File: src/rtl/sync_fifo_pkg.sv
// sync_fifo_pkg: shared defaults and pointer type for sync_fifo.
// Provides DEF_DEPTH/DEF_WIDTH/DEF_PTR_WIDTH and ptr_t (address + wrap bit).
package sync_fifo_pkg;

    localparam int DEF_DEPTH     = 16;
    localparam int DEF_WIDTH     = 8;
    localparam int DEF_PTR_WIDTH = 4;

    typedef logic [DEF_PTR_WIDTH:0] ptr_t;

endpackage

File: src/rtl/sync_fifo_mem.sv
// sync_fifo_mem: DEPTH x WIDTH storage, synchronous write, async read.
// Ports: clk_i, we_i, waddr_i, wdata_i, raddr_i, rdata_o (unregistered).
module sync_fifo_mem
    import sync_fifo_pkg::*;
#(
    parameter int DEPTH     = DEF_DEPTH,
    parameter int WIDTH     = DEF_WIDTH,
    parameter int PTR_WIDTH = DEF_PTR_WIDTH
) (
    input  logic                 clk_i,
    input  logic                 we_i,
    input  logic [PTR_WIDTH-1:0] waddr_i,
    input  logic [WIDTH-1:0]     wdata_i,
    input  logic [PTR_WIDTH-1:0] raddr_i,
    output logic [WIDTH-1:0]     rdata_o
);

    // Storage is deliberately left unreset.
    logic [WIDTH-1:0] mem_q [DEPTH];

    always_ff @(posedge clk_i) begin
        if (we_i) begin
            mem_q[waddr_i] <= wdata_i;
        end
    end

    assign rdata_o = mem_q[raddr_i];

endmodule

File: src/rtl/sync_fifo.sv
// sync_fifo: single-clock FIFO with full/empty status and error pulses.
// Ports: clk_i, rst_i (async high), wdata_i/wr_en_i/full_o/wr_error_o,
// rdata_o/rd_en_i/empty_o/rd_error_o; count_o when SYNC_FIFO_COUNT_EN.
module sync_fifo
    import sync_fifo_pkg::*;
#(
    parameter int DEPTH     = DEF_DEPTH,
    parameter int WIDTH     = DEF_WIDTH,
    parameter int PTR_WIDTH = DEF_PTR_WIDTH
) (
    input  logic             clk_i,
    input  logic             rst_i,
    input  logic [WIDTH-1:0] wdata_i,
    output logic             full_o,
    input  logic             wr_en_i,
    output logic             wr_error_o,
    output logic [WIDTH-1:0] rdata_o,
    output logic             empty_o,
    input  logic             rd_en_i,
    output logic             rd_error_o
`ifdef SYNC_FIFO_COUNT_EN
   ,output logic [PTR_WIDTH:0] count_o
`endif
);

    logic [PTR_WIDTH:0] wr_ptr_q, wr_ptr_d;
    logic [PTR_WIDTH:0] rd_ptr_q, rd_ptr_d;
    logic [WIDTH-1:0]   rdata_q, rdata_d;
    logic               wr_err_q, wr_err_d;
    logic               rd_err_q, rd_err_d;
    logic [WIDTH-1:0]   mem_rdata;
    logic               wr_acc;
    logic               rd_acc;

    // Extra MSB distinguishes full from empty when addresses coincide.
    assign empty_o = (wr_ptr_q == rd_ptr_q);
    assign full_o  = (wr_ptr_q[PTR_WIDTH-1:0] == rd_ptr_q[PTR_WIDTH-1:0])
                  && (wr_ptr_q[PTR_WIDTH] != rd_ptr_q[PTR_WIDTH]);

    assign wr_acc = wr_en_i && !full_o;
    assign rd_acc = rd_en_i && !empty_o;

    sync_fifo_mem #(
        .DEPTH     (DEPTH),
        .WIDTH     (WIDTH),
        .PTR_WIDTH (PTR_WIDTH)
    ) u_mem (
        .clk_i   (clk_i),
        .we_i    (wr_acc),
        .waddr_i (wr_ptr_q[PTR_WIDTH-1:0]),
        .wdata_i (wdata_i),
        .raddr_i (rd_ptr_q[PTR_WIDTH-1:0]),
        .rdata_o (mem_rdata)
    );

    always_comb begin
        wr_ptr_d = wr_ptr_q;
        rd_ptr_d = rd_ptr_q;
        rdata_d  = rdata_q;
        wr_err_d = wr_en_i && full_o;
        rd_err_d = rd_en_i && empty_o;
        if (wr_acc) begin
            wr_ptr_d = wr_ptr_q + 1'b1;
        end
        if (rd_acc) begin
            rd_ptr_d = rd_ptr_q + 1'b1;
            rdata_d  = mem_rdata;
        end
    end

    always_ff @(posedge clk_i or posedge rst_i) begin
        if (rst_i) begin
            wr_ptr_q <= '0;
            rd_ptr_q <= '0;
            rdata_q  <= '0;
            wr_err_q <= 1'b0;
            rd_err_q <= 1'b0;
        end else begin
            wr_ptr_q <= wr_ptr_d;
            rd_ptr_q <= rd_ptr_d;
            rdata_q  <= rdata_d;
            wr_err_q <= wr_err_d;
            rd_err_q <= rd_err_d;
        end
    end

    assign rdata_o    = rdata_q;
    assign wr_error_o = wr_err_q;
    assign rd_error_o = rd_err_q;

`ifdef SYNC_FIFO_COUNT_EN
    // Modular difference gives 0..DEPTH thanks to the wrap bit.
    assign count_o = wr_ptr_q - rd_ptr_q;
`endif

endmodule

File: config.mk
export PLATFORM = sky130hd
export DESIGN_NAME = sync_fifo
export DESIGN_NICKNAME = d
export VERILOG_FILES = /design/src/rtl/sync_fifo_pkg.sv /design/src/rtl/sync_fifo_mem.sv /design/src/rtl/sync_fifo.sv
export SDC_FILE = /design/constraint.sdc
export NUM_CORES = 1
export LEC_CHECK = 0
export CORE_ASPECT_RATIO = 0.9
export CORE_MARGIN = 1.5
export CORE_UTILIZATION = 50
export DETAILED_ROUTE_END_ITERATION = 10
export DONT_BUFFER_PORTS = 1
export GPL_ROUTABILITY_DRIVEN = 0
export SLEW_MARGIN = 40
export SYNTH_ARGS = -nofsm -noshare
export SYNTH_HDL_FRONTEND = slang
export SYNTH_HIERARCHICAL = 1
export SYNTH_SLANG_ARGS = --single-unit
File: constraint.sdc
create_clock -name clk_i -period 4.4 [get_ports clk_i]
set_input_delay 0.88 -clock clk_i [delete_from_list [all_inputs] [get_ports clk_i]]
set_output_delay 0.88 -clock clk_i [all_outputs]
set_load 0.03 [all_outputs]
==> results of run 1 <==
## state kept, by name, summed over array words and instances (netlist names)
name	count
wr_error_o	1
rd_ptr_q	5
rd_error_o	1
rdata_o	8
u_mem/mem_q	128
wr_ptr_q	5
## where the power goes
group          internal [mW]  switching [mW]
combinational          0.540           0.654
sequential              1.74           0.226
clock                   1.02           0.555
total                   3.30            1.44
## final cells by class
cell class	instances	area [um^2]	area share, %
inverter	2	7.51	0.112
clock inverter	13	216	3.22
timing repair buffer	6	45.0	0.670
clock buffer	19	433	6.44
tap	156	195	2.90
multi-input combinational	129	1480	22.0
sequential	148	4350	64.7
## cell families (layout without fill, tap and decap cells)
logic type,after synthesis,in the layout,synth area share [%]
XOR/XNOR,12,12,1.90
AND/OR/NAND/NOR,48,48,3.93
flip-flops,148,148,73.4
buffers and inverters,13,40,1.71
multiplexers,43,43,15.3
adder cells (fa/ha/maj),2,2,0.423
AO/OA/AOI/OAI,24,24,3.36
## Yosys cell counts
master / n / area [um^2]
edfxtp_1: 128 / 3840
dfrtp_1: 20 / 500
mux4_2: 18 / 405
a22oi_1: 16 / 120
nor2_1: 16 / 60.1
mux4_1: 14 / 368
nand2_1: 11 / 41.3
xnor2_1: 11 / 96.3
mux2_2: 9 / 101
and2_1: 4 / 25.0
nor3_1: 4 / 20.0
o211ai_1: 4 / 30.0
buf_2: 3 / 15.0
buf_6: 3 / 33.8
clkdlybuf4s25_2: 3 / 30.0
nand4_1: 3 / 18.8
and3_1: 2 / 12.5
buf_4: 2 / 15.0
ha_1: 2 / 25.0
inv_1: 2 / 7.51
mux2_4: 2 / 30.0
nand2b_1: 2 / 12.5
nand3b_1: 2 / 15.0
o21ai_4: 2 / 32.5
and2b_1: 1 / 7.51
nand3_1: 1 / 5.00
nor2b_1: 1 / 6.26
o21ai_2: 1 / 8.76
o31ai_1: 1 / 7.51
or3b_2: 1 / 8.76
xor2_2: 1 / 16.3
## layer usage
metal,GRT usage [%],vias to the layer above,routed length (um)
met4,8.01,0,218
met3,5.63,13,613
met2,28.7,81,5200
met5,0,-,0
met1,29.3,1463,5230
li1,-,1214,-
## worst paths after layout
check / slack, ns / endpoint
setup / recovery: 1.23 / full_o
hold / removal: 0.39 / wr_ptr_q[3]$_DFFE_PP0P_
setup reg to reg: 1.55 / u_mem/mem_q[2][1]$_DFFE_PP_
hold reg to reg: 0.61 / rd_ptr_q[3]$_DFFE_PP0P_
max in group asynchronous: 3.64 / rd_ptr_q[0]$_DFFE_PP0P_
min in group clk_i: 0.56 / u_mem/mem_q[11][1]$_DFFE_PP_
## stage by stage
step | util (%) | std cells | total power [mW] | instance area (um^2)
after detailed placement | 52.8 | 441 | 3.19 | 6070
after CTS | 58.5 | 473 | 4.78 | 6720
after global placement | 52.8 | 441 | 3.20 | 6070
final | 58.5 | 473 | 4.73 | 6720
after floorplan | - | 290 | 2.91 | 5920
after global routing | 58.5 | 473 | 4.96 | 6720
## worst max-delay path, cell delays in order, from the launching register on
cell and delay [ns]:
dfrtp_1 0.55, xnor2_1 0.16, nand4_1 0.48, nor2_1 0.69
==> impl_metrics.tcl, run 1 <==
set metrics [dict create \
    drc 0 \
    wl_um 11300 \
    cap_violations 0 \
    synth_nets 304 \
    r2r_cells 6 \
    worstPathArrival_ns 2.29 \
    place_ws_ns 1.58 \
    synth_area_um2 5920 \
    antenna_found_initial 0 \
    clock_skew_ns 0.00748 \
    setup_ws_ns 1.23 \
    power.leakage_nw 2.26 \
    htree_levels 4 \
    cts_buffers 17 \
    cts_resized 0 \
    slew_headroom_pct 45.8 \
    coreArea_um2 11500 \
    hold_buffers 0 \
    grt_pass1_wl_um 17500 \
    fin_nets 318 \
    worstPathMaxFanout 11 \
    yosysUniqueCellTypes 31 \
    critPathRequiredTime_ns 3.52 \
    ir_drop_mv 0.318 \
    grt-ovfl-total 0 \
    vias 2771 \
    finalSetupViolations 0 \
    drtAntennaViolNets 0 \
    finalHoldWorstSlack_ns 0.386 \
    cts_setup_buffers 0 \
    period_needed_ns 3.17 \
    setup_tns_ns 0 \
    start_util_pct 51.6 \
    cts.clk_slew.worst_paths_ns 0.06 \
    synth_area_per_cell_um2 20.4 \
    timing_hold_violations_final 0 \
    rsz0062_at_grt "no" \
    cts_sinks 148 \
    synth_seq_cells 148 \
    fillCellCount 885 \
    portBuffers 0 \
    syn2layout_area_growth_pct 13.5 \
    worstMarginPinSlew_ns 0.810 \
    worstSetupPathType "reg2out" \
    timing.rr.start "wr_ptr_q[1]$_DFFE_PP0P_" \
    critPathLaunch "wr_ptr_q[1]$_DFFE_PP0P_" \
    dieArea_um2 12500 \
    io_pins 24 \
    ys_seq_area_share_pct 73.4 \
    grt_max_degree 36 \
    power_density_nw_per_um2 704 \
    fp.dieH_um 106 \
    final_max_slew_viol_count 0 \
    drtIter0Drc 307 \
    dr.pass1.iters 4 \
    hold_class "in2async" \
    wire_per_inst_um 23.8 \
    place_hpwl_um 6850 \
    drive_gt1_share_pct 23.0 \
    status "completed" \
    cts_tree "yes" \
    root_buffer "clkbuf_16" \
    n_antenna_cell 0 \
    clockBufferDepth 2 \
    die_x_um 118 \
    fp-row-count 37 \
    netlist_instances 290 \
    fin_crit_sh_pct 72.0 \
    fmax_mhz 316 \
    start_kind "flop" \
    final_cell_mix "128 x edfxtp_1, 19 x dfrtp_1, 18 x mux4_2, 17 x clkbuf_16, 16 x a22oi_1" \
    via_per_inst 5.86 \
    ys_warn_count 6 \
    grt_pass1_vias 2792 \
    clk_latency_ns 0.41 \
    cp-end-kind "primary output" \
    grtUsageTotal_pct 20.0 \
    final_common_cell "edfxtp_1" \
]
Power figures use the tool's default switching activity.
==> inputs of run 2 (changes only) <==
--- a/config.mk
+++ b/config.mk
@@ -5,12 +5,14 @@
 export SDC_FILE = /design/constraint.sdc
 export NUM_CORES = 1
 export LEC_CHECK = 0
+export ABC_AREA = 1
 export CORE_ASPECT_RATIO = 0.9
 export CORE_MARGIN = 1.5
 export CORE_UTILIZATION = 50
 export DETAILED_ROUTE_END_ITERATION = 10
 export DONT_BUFFER_PORTS = 1
 export GPL_ROUTABILITY_DRIVEN = 0
+export PLACE_DENSITY = 0.68
 export SLEW_MARGIN = 40
 export SYNTH_ARGS = -nofsm -noshare
 export SYNTH_HDL_FRONTEND = slang
==> constraint.sdc (replaced) <==
create_clock -name clk_i -period 2.6 [get_ports clk_i]
set_input_delay 0.52 -clock clk_i [delete_from_list [all_inputs] [get_ports clk_i]]
set_output_delay 0.52 -clock clk_i [all_outputs]
set_load 0.03 [all_outputs]
==> impl_metrics.tcl, run 2 <==
set metrics [dict create \
    cts_tree "yes" \
    timing_hold_violations_final 20 \
    cp_slowest_cell "dfrtp_1" \
    cp-end-kind "primary output" \
    wire_per_inst_um 17.3 \
    netlist_instances 668 \
    timing.rr.start "rd_ptr_q[4]$_DFFE_PP0P_" \
    htree_levels 4 \
    rsz0062_at_grt "no" \
    clock_skew_ns 0.00478 \
    wl_um 14900 \
    yosysMostFrequentCell "nand2_1" \
    final_max_slew_viol_count 0 \
    hold_class "in2async" \
    period_needed_ns 2.29 \
    clockBufferDepth 2 \
    regMostFlops "u_mem/mem_q" \
    clk_latency_ns 0.41 \
    syn2layout_area_growth_pct 13.2 \
    yosys.area.top_type "edfxtp_1" \
    synthTopCellsByArea "edfxtp_1 58%, nand2_1 13%, nand3_1 9.0%" \
    ir_drop_mv 0.812 \
    grt_pass1_vias 4341 \
    via_per_inst 5.28 \
    start_kind "flop" \
    cts_resized 0 \
    drtAntennaViolNets 0 \
    ys_seq_area_share_pct 65.5 \
    start_util_pct 51.7 \
    largest_reg_flops 128 \
    final_common_cell "nand2_1" \
    worstMarginPinSlew_ns 0.637 \
    place_hpwl_um 9580 \
    worstPathMaxFanout 16 \
    synth_ff_type "edfxtp_1" \
    grt_max_degree 41 \
    vias 4542 \
    synth_seq_cells 148 \
    ys_warn_count 6 \
    fin_crit_sh_pct 88.2 \
    io_pins 24 \
    worstSetupPathType "reg2out" \
    synth_top_area_share_pct 58.0 \
    die_x_um 124 \
    path_cells "inv_1 -> nand2_1 -> nand2_1 -> nor2_2 -> nand3_4 -> inv_1" \
    drc 0 \
    cts_buffers 17 \
    synth_nets 682 \
    cts_sinks 148 \
    worstPathArrival_ns 1.77 \
    finalHoldWorstSlack_ns -0.0185 \
    yosysUniqueCellTypes 22 \
    dieArea_um2 14000 \
    dr.pass1.iters 5 \
    power.leakage_nw 3.37 \
    finalPower_mw 8.68 \
    synth_area_per_cell_um2 9.93 \
    final_util_pct 58.5 \
    grtUsageTotal_pct 22.7 \
    cap_violations 0 \
    synthArstFlopShare_pct 13.5 \
    cts.clk_slew.worst_paths_ns 0.06 \
    portBuffers 0 \
    grt-ovfl-total 0 \
    drive_gt1_share_pct 8.90 \
    synth_area_um2 6630 \
    status "complete, but fails checks" \
    hold_buffers 0 \
    critPathLaunch "wr_ptr_q[0]$_DFFE_PP0P_" \
    fp-row-count 39 \
    synth_edf_count 128 \
    cpPeakStageDelay_ns 0.47 \
    antenna_found_initial 0 \
    fin_nets 698 \
    root_buffer "clkbuf_16" \
    drtIter0Drc 477 \
    n_antenna_cell 0 \
    final_cell_mix "221 x nand2_1, 128 x edfxtp_1, 119 x nand3_1, 114 x inv_1, 24 x buf_4" \
    grt_pass1_wl_um 23600 \
    cts_setup_buffers 0 \
    finalSetupViolations 0 \
    slew_headroom_pct 57.4 \
    violations "hold timing" \
    coreArea_um2 12800 \
    power_density_nw_per_um2 1160 \
    fmax_mhz 436 \
    critPathRequiredTime_ns 2.08 \
    fp.dieH_um 112 \
    setup_tns_ns 0 \
    synthTopCellsByCount "221 x nand2_1, 128 x edfxtp_1, 119 x nand3_1, 115 x inv_1, 20 x dfrtp_1" \
]
==> run 2: changes by cell type in the layout (fill, tap and decap cells not counted), sizes merged, moves of 5 or more <==
cell,delta
xnor2,-8
mux4,-32
nand2,+212
mux2,-11
buf,+18
nor2,+5
nand3,+120
a22oi,-16
inv,+111
==> run 2: cell families (layout without fill, tap and decap cells) <==
logic type / after synthesis / after routing / share of synthesized area (%)
simple gates: 367 / 367 / 23.7
fa+ha+maj: 2 / 2 / 0.377
buf+inv: 144 / 173 / 9.44
flops: 148 / 148 / 65.5
xor+xnor: 7 / 7 / 0.925
==> run 2: per-layer routing <==
layer / share of wire (%) / global-route usage (%) / vias up
met1: 45 / 32.2 / 2159
met4: 1.1 / 6.28 / 0
li1: - / - / 2167
met5: 0 / 0 / -
met3: 8.1 / 6.34 / 14
met2: 45 / 34.9 / 202
==> run 2: where the power goes <==
part | total [mW] | switching, mW | internal [mW]
clock network | 2.76 | 0.887 | 1.87
registers | 3.22 | 0.305 | 2.91
logic | 2.70 | 1.89 | 0.802
total | 8.68 | 3.09 | 5.59
==> run 2: worst max-delay path, delay by kind of cell (launching register included) <==
| kind | cells | cell delay, ns |
|---|---|---|
| buffers and inverters | 2 | 0.37 |
| DFF | 1 | 0.47 |
| and+or+nand+nor | 4 | 0.51 |
==> run 2: worst paths after layout <==
check / slack, ns / depth (start not counted) / end
setup / recovery: 0.31 / 6 / empty_o
hold / removal: -0.02 / 1 / rd_error_o$_DFF_PP0_
setup reg to reg: 0.36 / 7 / u_mem/mem_q[0][0]$_DFFE_PP_
hold reg to reg: 0.54 / 2 / rd_ptr_q[4]$_DFFE_PP0P_
max in group asynchronous: 2.30 / 1 / rd_ptr_q[0]$_DFFE_PP0P_
min in group clk_i: 0.20 / 0 / u_mem/mem_q[4][7]$_DFFE_PP_
==> run 2: per-stage QoR <==
stage          std cells  area [um^2]  setup slack, ns
6_report             861         7510            0.306
5_1_grt              861         7510            0.188
4_1_cts              861         7510            0.298
3_5_place_dp         829         6830            0.370
3_3_place_gp         829         6830            0.433
2_1_floorplan        668         6630            0.603
==> run 2: area by class of cell <==
cell class                      instances  area [um^2]
Fill cell                            1025         5330
Sequential cell                       148         4350
Multi-Input combinational cell        376         1660
Clock buffer                           23          478
Inverter                              117          439
Tap cell                              164          205
Clock inverter                          9          198
Timing Repair Buffer                   24          180
